<file path="src/rtl/seg_pkg.sv">
// Shared constants for the seven-segment scan driver: digit count,
// active-low segment patterns {g,f,e,d,c,b,a}, anode-off pattern, digit index type.
// Pure declarations, no logic.
package seg_pkg;

    localparam int DIGITS = 4;

    // Active-low segment patterns, bit order {g,f,e,d,c,b,a}
    localparam logic [6:0] SEG_0    = 7'b1000000;
    localparam logic [6:0] SEG_1    = 7'b1111001;
    localparam logic [6:0] SEG_2    = 7'b0100100;
    localparam logic [6:0] SEG_3    = 7'b0110000;
    localparam logic [6:0] SEG_4    = 7'b0011001;
    localparam logic [6:0] SEG_5    = 7'b0010010;
    localparam logic [6:0] SEG_6    = 7'b0000010;
    localparam logic [6:0] SEG_7    = 7'b1111000;
    localparam logic [6:0] SEG_8    = 7'b0000000;
    localparam logic [6:0] SEG_9    = 7'b0010000;
    localparam logic [6:0] SEG_DASH = 7'b0111111;
    localparam logic [6:0] SEG_OFF  = 7'b1111111;

    localparam logic [3:0] AN_OFF   = 4'b1111;

    typedef logic [1:0] digit_idx_t;

endpackage

</file>
<file path="src/rtl/bcd_to_7seg.sv">
// BCD digit to active-low seven-segment pattern; codes 10-15 render as a dash.
// Latency: combinational, 0 cycles.
// Backpressure: none.
//
// Ports:
//   bcd  in  4  BCD code
//   seg  out 7  segment pattern {g,f,e,d,c,b,a}, active-low
module bcd_to_7seg
    import seg_pkg::*;
(
    input  logic [3:0] bcd,
    output logic [6:0] seg
);

    always_comb begin
        seg = SEG_DASH;
        case (bcd)
            4'd0:    seg = SEG_0;
            4'd1:    seg = SEG_1;
            4'd2:    seg = SEG_2;
            4'd3:    seg = SEG_3;
            4'd4:    seg = SEG_4;
            4'd5:    seg = SEG_5;
            4'd6:    seg = SEG_6;
            4'd7:    seg = SEG_7;
            4'd8:    seg = SEG_8;
            4'd9:    seg = SEG_9;
            default: seg = SEG_DASH;
        endcase
    end

endmodule

</file>
<file path="src/rtl/seven_seg_scan_driver.sv">
// Time-multiplexes a snapshotted 4-digit BCD word onto a common-anode display.
// Latency: seg/dp_n/an registered, 1 cycle behind the slot counter/index state.
// Backpressure: none; free-running scan, inputs sampled once per frame.
//
// Ports:
//   clk100Mhz   in   1  system clock
//   rst_n       in   1  asynchronous active-low reset
//   display_bcd in  16  four BCD digits, [3:0] = digit 0 (rightmost)
//   dp          in   1  decimal-point request
//   seg         out  7  segments {g,f,e,d,c,b,a}, active-low
//   dp_n        out  1  decimal-point segment, active-low
//   an          out  4  anode enables, active-low, an[k] = digit k
//   frame_tick  out  1  one-cycle pulse when a new snapshot is taken
module seven_seg_scan_driver
    import seg_pkg::*;
#(
    parameter int REFRESH_DIV  = 100000,
    parameter int BLANK_CYCLES = 16,
    parameter int DP_DIGIT     = 2,
    parameter int LZ_BLANK     = 1
)(
    input  logic        clk100Mhz,
    input  logic        rst_n,
    input  logic [15:0] display_bcd,
    input  logic        dp,
    output logic [6:0]  seg,
    output logic        dp_n,
    output logic [3:0]  an,
    output logic        frame_tick
);

    localparam int         CW     = (REFRESH_DIV > 1) ? $clog2(REFRESH_DIV) : 1;
    localparam digit_idx_t DP_IDX = digit_idx_t'(DP_DIGIT);

    if (REFRESH_DIV <= BLANK_CYCLES) begin : g_param_check
        $fatal(1, "seven_seg_scan_driver: REFRESH_DIV must exceed BLANK_CYCLES");
    end

    logic [CW-1:0] cnt;
    digit_idx_t    idx;
    logic [15:0]   snap_bcd;
    logic          snap_dp;

    logic          load;
    logic          cnt_wrap;
    logic          drive;
    logic [15:0]   cur_bcd;
    logic          cur_dp;
    logic [3:0]    cur_digit;
    logic [6:0]    dec_seg;
    logic [3:0]    digit_zero;
    logic [3:0]    lz_run;
    logic          blank_digit;

    assign load     = (cnt == '0) && (idx == '0);
    assign cnt_wrap = (cnt == CW'(REFRESH_DIV - 1));
    assign drive    = !(cnt < CW'(BLANK_CYCLES));

    // On the snapshot cycle the registers are being loaded on this same edge,
    // so decode from the incoming word to keep output and snapshot consistent.
    assign cur_bcd   = load ? display_bcd : snap_bcd;
    assign cur_dp    = load ? dp          : snap_dp;
    assign cur_digit = cur_bcd[{idx, 2'b00} +: 4];

    always_comb begin
        digit_zero = '0;
        for (int k = 0; k < DIGITS; k++) begin
            digit_zero[k] = (cur_bcd[4*k +: 4] == 4'd0);
        end
    end

    // lz_run[k]: digit k and every digit above it are zero
    assign lz_run[3] = digit_zero[3];
    assign lz_run[2] = lz_run[3] & digit_zero[2];
    assign lz_run[1] = lz_run[2] & digit_zero[1];
    assign lz_run[0] = lz_run[1] & digit_zero[0];

    // Digit 0 always shows; with the decimal point lit, digits up to the
    // point stay visible so "0.05"-style values keep their integer zero.
    assign blank_digit = (LZ_BLANK != 0) && (idx != '0) && lz_run[idx]
                         && !(cur_dp && (idx <= DP_IDX));

    bcd_to_7seg u_dec (
        .bcd (cur_digit),
        .seg (dec_seg)
    );

    always_ff @(posedge clk100Mhz or negedge rst_n) begin
        if (!rst_n) begin
            cnt        <= '0;
            idx        <= '0;
            snap_bcd   <= '0;
            snap_dp    <= 1'b0;
            frame_tick <= 1'b0;
            seg        <= SEG_OFF;
            dp_n       <= 1'b1;
            an         <= AN_OFF;
        end else begin
            frame_tick <= load;
            if (load) begin
                snap_bcd <= display_bcd;
                snap_dp  <= dp;
            end

            if (cnt_wrap) begin
                cnt <= '0;
                idx <= digit_idx_t'(idx + 2'd1);
            end else begin
                cnt <= cnt + 1'b1;
            end

            if (drive && !blank_digit) begin
                an  <= ~(4'b0001 << idx);
                seg <= dec_seg;
            end else begin
                an  <= AN_OFF;
                seg <= SEG_OFF;
            end

            dp_n <= !(drive && cur_dp && (idx == DP_IDX));
        end
    end

endmodule

</file>
<file path="config.mk">
export PLATFORM = sky130hd
export DESIGN_NAME = seven_seg_scan_driver
export DESIGN_NICKNAME = d
export VERILOG_FILES = /design/src/rtl/seg_pkg.sv /design/src/rtl/bcd_to_7seg.sv /design/src/rtl/seven_seg_scan_driver.sv
export SDC_FILE = /design/constraint.sdc
export NUM_CORES = 1
export LEC_CHECK = 0
export CAP_MARGIN = 20
export CORE_MARGIN = 2
export CORE_UTILIZATION = 40
export CTS_BUF_LIST = sky130_fd_sc_hd__clkbuf_4 sky130_fd_sc_hd__clkbuf_8
export DETAILED_ROUTE_END_ITERATION = 7
export GPL_ROUTABILITY_DRIVEN = 0
export PLACE_DENSITY_LB_ADDON = 0.12
export REMOVE_ABC_BUFFERS = 1
export SLEW_MARGIN = 5
export SYNTH_ARGS = -nofsm -noshare
export SYNTH_HDL_FRONTEND = slang
export SYNTH_HIERARCHICAL = 1
export SYNTH_SLANG_ARGS = --single-unit
</file>
<file path="constraint.sdc">
create_clock -name clk100Mhz -period 6.86 [get_ports clk100Mhz]
set_input_delay 1.029 -clock clk100Mhz [delete_from_list [all_inputs] [get_ports clk100Mhz]]
set_output_delay 1.029 -clock clk100Mhz [all_outputs]
set_load 0.05 [all_outputs]
</file>
Word level (Yosys, flattened, before mapping)
Memories as Yosys holds them, arrays and structs flattened. Cells that the tools add are included.

Output and inout port bits: 13. Memory bits (read-only): 112. Input port bits: 19. Word-level logic and storage cells: 47. Register bits after elaboration: 49. Memories kept: 1.

Order comparisons: 3. Bitwise logic cells: 4. Shift-type cells: 2. Reductions and logical operators: 18. Equal/unequal tests: 2. Muxes and demuxes: 7. $add $sub $neg: 2.

Memory list: (no name shown) (words 16, bits a word 7, read ports 1, clocked after Yosys merged registers in 0, wr ports 0, line bcd_to_7seg.sv:17) `case (bcd)`.

Operator list (count): adder 17 x 1 -> 17 bit, second input constant (1); == test 17 bit, second input constant (1); logical NOT 17 bit (1); less-than comparator 17 x 5 -> 1 bit, second input constant (1); two-way mux 17 bit (1); logical NOT 4 bit (4); two-way mux 16 bit (1); variable part select 16 x 5 -> 4 bit (1); logical AND 1 bit (7); two-way mux 7 bit (1); logical NOT 1 bit (4); two-way mux 4 bit (1); inverter 4 bit (1); << shifter 1 x 2 -> 4 bit, first input constant (1); bitwise AND 1 bit (3); less-than comparator 2 x 3 -> 1 bit, second input constant (1); adder 2 x 1 -> 2 bit, second input constant (1); binary-select mux 1 bit (select 2 bit) (1); == test 2 bit, second input constant (1); less-or-equal comparator 2 bit, second input constant (1); logical NOT 2 bit (1); two-way mux 1 bit (2); nonzero test 2 bit (1).

Longest topological paths before layout
Depth in word-level cells: 14. Gate-level depth with buffers: 14. Depth with buffers taken out: 11.

Modules after synthesis
Netlist, hierarchy kept.

By module, submodules not included: seven_seg_scan_driver (cells an instance 173, instances 1, area an instance 2213.4 um^2, seq. area each 1241.2 um^2); bcd_to_7seg (cells an instance 31, instances 1, area an instance 240.2 um^2, seq. area each 0.0 um^2).

Worst setup path before layout
No wires, ideal clock.

Path kind: register to register. From: reg cnt[12]. To: reg seg[1]. Arrival time: 3.136 ns. Library setup time: 0.085 ns. Setup slack: 3.639 ns. Path buffers: 2. Cell stages (with the launch flop): 13. Required time: 6.775 ns. Period minus slack after synthesis: 3.221 ns. Cells stage by stage: dfrtp_1 nor4_2 nand4_1 or4_1 buf_6 buf_12 mux2_4 mux4_2 inv_1 ha_1 nor2_1 nor2_1 nand2b_1.

Elaborated cells on any way between the ends: 24. Those cells by class: 1 x order compare; 1 x shift; 5 x mux; 3 x bitwise; 13 x reduce/logical; 1 x memory.

RTL lines: start, declared (line seven_seg_scan_driver.sv:39) `logic [CW-1:0] cnt;`; start signal, assigned (line seven_seg_scan_driver.sv:109) `cnt <= cnt + 1'b1;`; logical NOT 17 bit (line seven_seg_scan_driver.sv:55) `assign load = (cnt == '0) && (idx == '0);`; logical AND 1 bit (line seven_seg_scan_driver.sv:55); two-way mux 16 bit; net cur_bcd[13] (line seven_seg_scan_driver.sv:47) `logic [15:0] cur_bcd;`; variable part select 16 x 5 -> 4 bit (line seven_seg_scan_driver.sv:63) `assign cur_digit = cur_bcd[{idx, 2'b00} +: 4];`; net cur_digit[1] (line seven_seg_scan_driver.sv:49) `logic [3:0] cur_digit;`; memory (16 x 7 bit); net dec_seg[1] (line seven_seg_scan_driver.sv:50) `logic [6:0] dec_seg;`; two-way mux 7 bit (line seven_seg_scan_driver.sv:112) `if (drive && !blank_digit) begin`; end signal, assigned (line seven_seg_scan_driver.sv:114) `seg <= dec_seg;`; end, declared (line seven_seg_scan_driver.sv:26) `output logic [6:0] seg,`.

The timed path passes the listed nets, and every way through them passes these cells. The select of a mux whose other input is x is not followed. A chain may end at the register's enable or synchronous reset.

Worst setup path in the final report
From: reg cnt[12]. To: reg seg[3].

The elaborated chain is that of the path after synthesis.

==> impl_results.md <==
* Final setup vio count at 0
* Area growth from synthesis to layout at 17.90%
* Fill cells at 535
* ANT nets after route at 0
* Reg2reg start: cnt[12]
* Psw at 131.9 uW
* Commonest non-fill, non-tap cell in the layout: dfrtp_1
* Ports at 32
* Top area cells in the synthesized netlist: dfrtp_1 (38%), dfstp_2 (13%), ha_1 (6.1%), mux2_4 (4.9%), mux2_2 (4.1%)
* Share of cells above drive strength 1 at 20.08%
* Post-synth cell types at 42
* Drt first pass iters at 4
* CTS root buffer: clkbuf_8
* Largest net degree at the start of global routing at 50
* Setup crit end kind: flop
* DR vias/cell at 5.010
* Status: complete, no violations
* Diode count at 0
* Leak at 0.001295 uW
* Synth area leader: dfrtp_1
* DIE AREA at 6777 um^2
* Commonest cells after routing, fill and taps aside: dfrtp_1 (37), clkdlybuf4s50_1 (30), nand2_1 (17), nor2_1 (13)
* Net Sw Frac at 24.67%
* Post-route insts no fill at 314
* Worst clock skew at 7.398 ps
* Post-synth ARST share at 100.0%
* Fmax at 266.4 MHz
* Drt drc at 0
* Clk_lat worst skew at 300 ps
* Final net count at 269
* Post CTS Setup Buffer Count at 0
* Critical path class: flop to flop
* Slew Limit Fails at 0
* Synth Instances at 204
* R2R Setup Slk at 3110 ps
* Die Width at 82.32 um
* Critical path launch point: cnt[12]
* Synth Register Bits at 49
* Slew at the pin closest to its max-slew limit at 874.5 ps
* CTS tree: yes
* CP required at 7090 ps
* Main synth FF type: dfrtp_1
* Area share of the largest cell type after synthesis at 37.74%
* Sum of negative setup slack at 0 ps
* Hold Vio Cnt, Final at 0
* Drt initial violations at 61
* Total gr overflow at 0
* PwrDens at 184.8 nW/um^2
* Mapped Avg Cell Area at 12.03 um^2
* Crit path max fanout at 18
* Hold path start: snap_dp
* Clk slew on worst S/H paths at 90 ps
* DP Wirelength at 3314 um
* Initial antenna violation count at 0
* Critical Path Max Stage Delay at 930 ps
* CP arrival at 3990 ps
* Total CTS buffers at 5
* Vias in the first global route at 1,637
* Sequential power share at 56.8%
* DR WL/cell at 14.77 um
* Max-Cap Viols at 0
* Vias at 1,573
* Slowest stage cell, crit path: or4_1
* DRT Wirelength at 4638 um
* CTS Hold Bufs at 0
* Power share of the clock group at 32.1%
* Comb power frac at 11.1%
* Crit share post-route at 54.72%
* Normalized max-slew margin at 41.70%
* Tot GR Track Use at 16.20%
* EDFF count, synth at 0
* Clock Tree Buf Depth at 2
* Mapped Area at 2454 um^2
* Die extent in y at 82.32 um
* RSZ-0062 raised after global routing: false
* Worst-path cell chain: nor4_2, nand4_1, or4_1, mux2_4, mux4_2, inv_1, ha_1, a22oi_1, nand2b_1
* Number of buffers and inverters on the critical path at 1
* Hold crit path type: flop to flop
* Final Critical Period at 3754 ps
* Yosys warnings at 6
* Seq/Total Area, Yosys at 50.59%
* Clk sink count at 49
* # rows at 28
* Placed Cells incl. Taps at 306
* Htree depth at 2
* Family with the most delay on the worst path: simple AND/OR/NAND/NOR gates
* Core area at 5921 um^2
* Starting utilization of the core area at 41.44%
* P_int at 402.7 uW
* First-pass GRT wire length at 8155 um
* Maximum VDD drop at 111.5 uV
* Number of port buffers at 31
* CP Launch Type: flop
* CTS resizes at 0
[final timing paths]
kind,endpoint,cells after the start
max reg2reg,seg[3],9
max in group asynchronous,cnt[12],2
min reg2reg,dp_n,1
max,seg[3],9
min in group asynchronous,snap_bcd[11],2
min,dp_n,1
[synthesized netlist by cell type (3+ instances only)]
cell,count
buf_6,3
o21ai_0,4
nor2_1,13
dfrtp_1,37
xnor2_1,7
nand3_1,7
mux2_4,8
mux2_2,9
dfstp_2,12
nand2b_1,8
inv_1,10
xor2_1,7
nand4_1,4
nand2_1,17
ha_1,12
nor4_1,4
a21oi_1,5
and3_1,3
mux4_2,4
[cell type report]
type	instances	area [um^2]	area share, %
multi-input combinational	139	1114	38.49
clock buffer	6	76.32	2.638
inverter	10	37.54	1.298
sequential	49	1241	42.91
timing repair buffer	33	320.3	11.07
clock inverter	2	10.01	0.3460
tap	75	93.84	3.244
[sequential cells by signal (all words and copies together) (netlist names)]
| name | count |
|---|---|
| idx | 2 |
| cnt | 17 |
| seg | 7 |
| dp_n | 1 |
| snap_dp | 1 |
| frame_tick | 1 |
| an | 4 |
| snap_bcd | 16 |
[per-stage QoR]
stage / area, um^2 / hold slack (ps) / worst slack (ps) / utilization [%] / power [uW]
global route: 2893 / 522.3 / 2851 / 48.86 / 559.9
global placement: 2806 / 493.9 / 3161 / 47.40 / 369.2
CTS: 2893 / 493.8 / 3072 / 48.86 / 541.5
finish: 2893 / 473.3 / 3106 / 48.86 / 534.6
floorplan: 2392 / 407.1 / 3482 / - / 341.4
detailed placement: 2806 / 477.4 / 3099 / 47.40 / 369.5
[routing by layer]
metal | GRT usage [%] | wire (um)
met1 | 23.22 | 2336
met2 | 24.68 | 2142
met3 | 3.261 | 134
met4 | 5.000 | 25
met5 | 0 | 0
[power by group through the flow]
stage          sequential [uW]  clock [uW]  combinational, uW
6_report                   304         172               59.1
5_1_grt                    305         189               65.4
4_1_cts                    304         177               60.4
3_5_place_dp               309           0               60.2
3_3_place_gp               309           0               59.8
2_1_floorplan              321           0               20.1
[cells by family (layout without fill, tap and decap cells)]
group           count (synthesis)  in the layout  share of synthesized area, %
compound gates                 17             17                         4.283
xor+xnor                       14             14                         4.998
fa+ha+maj                      12             12                         6.119
buf+inv                        16             51                         4.029
flops                          49             49                         50.59
mux                            22             22                         13.11
simple gates                   74             74                         16.88
[worst register-to-register path: stages (launching register included)]
cell and delay, ps:
dfrtp_1 450, nor4_2 320, nand4_1 230, or4_1 930, mux2_4 460, mux4_2 580
inv_1 150, ha_1 250, a22oi_1 180, nand2b_1 130
Power figures use the tool's default switching activity.
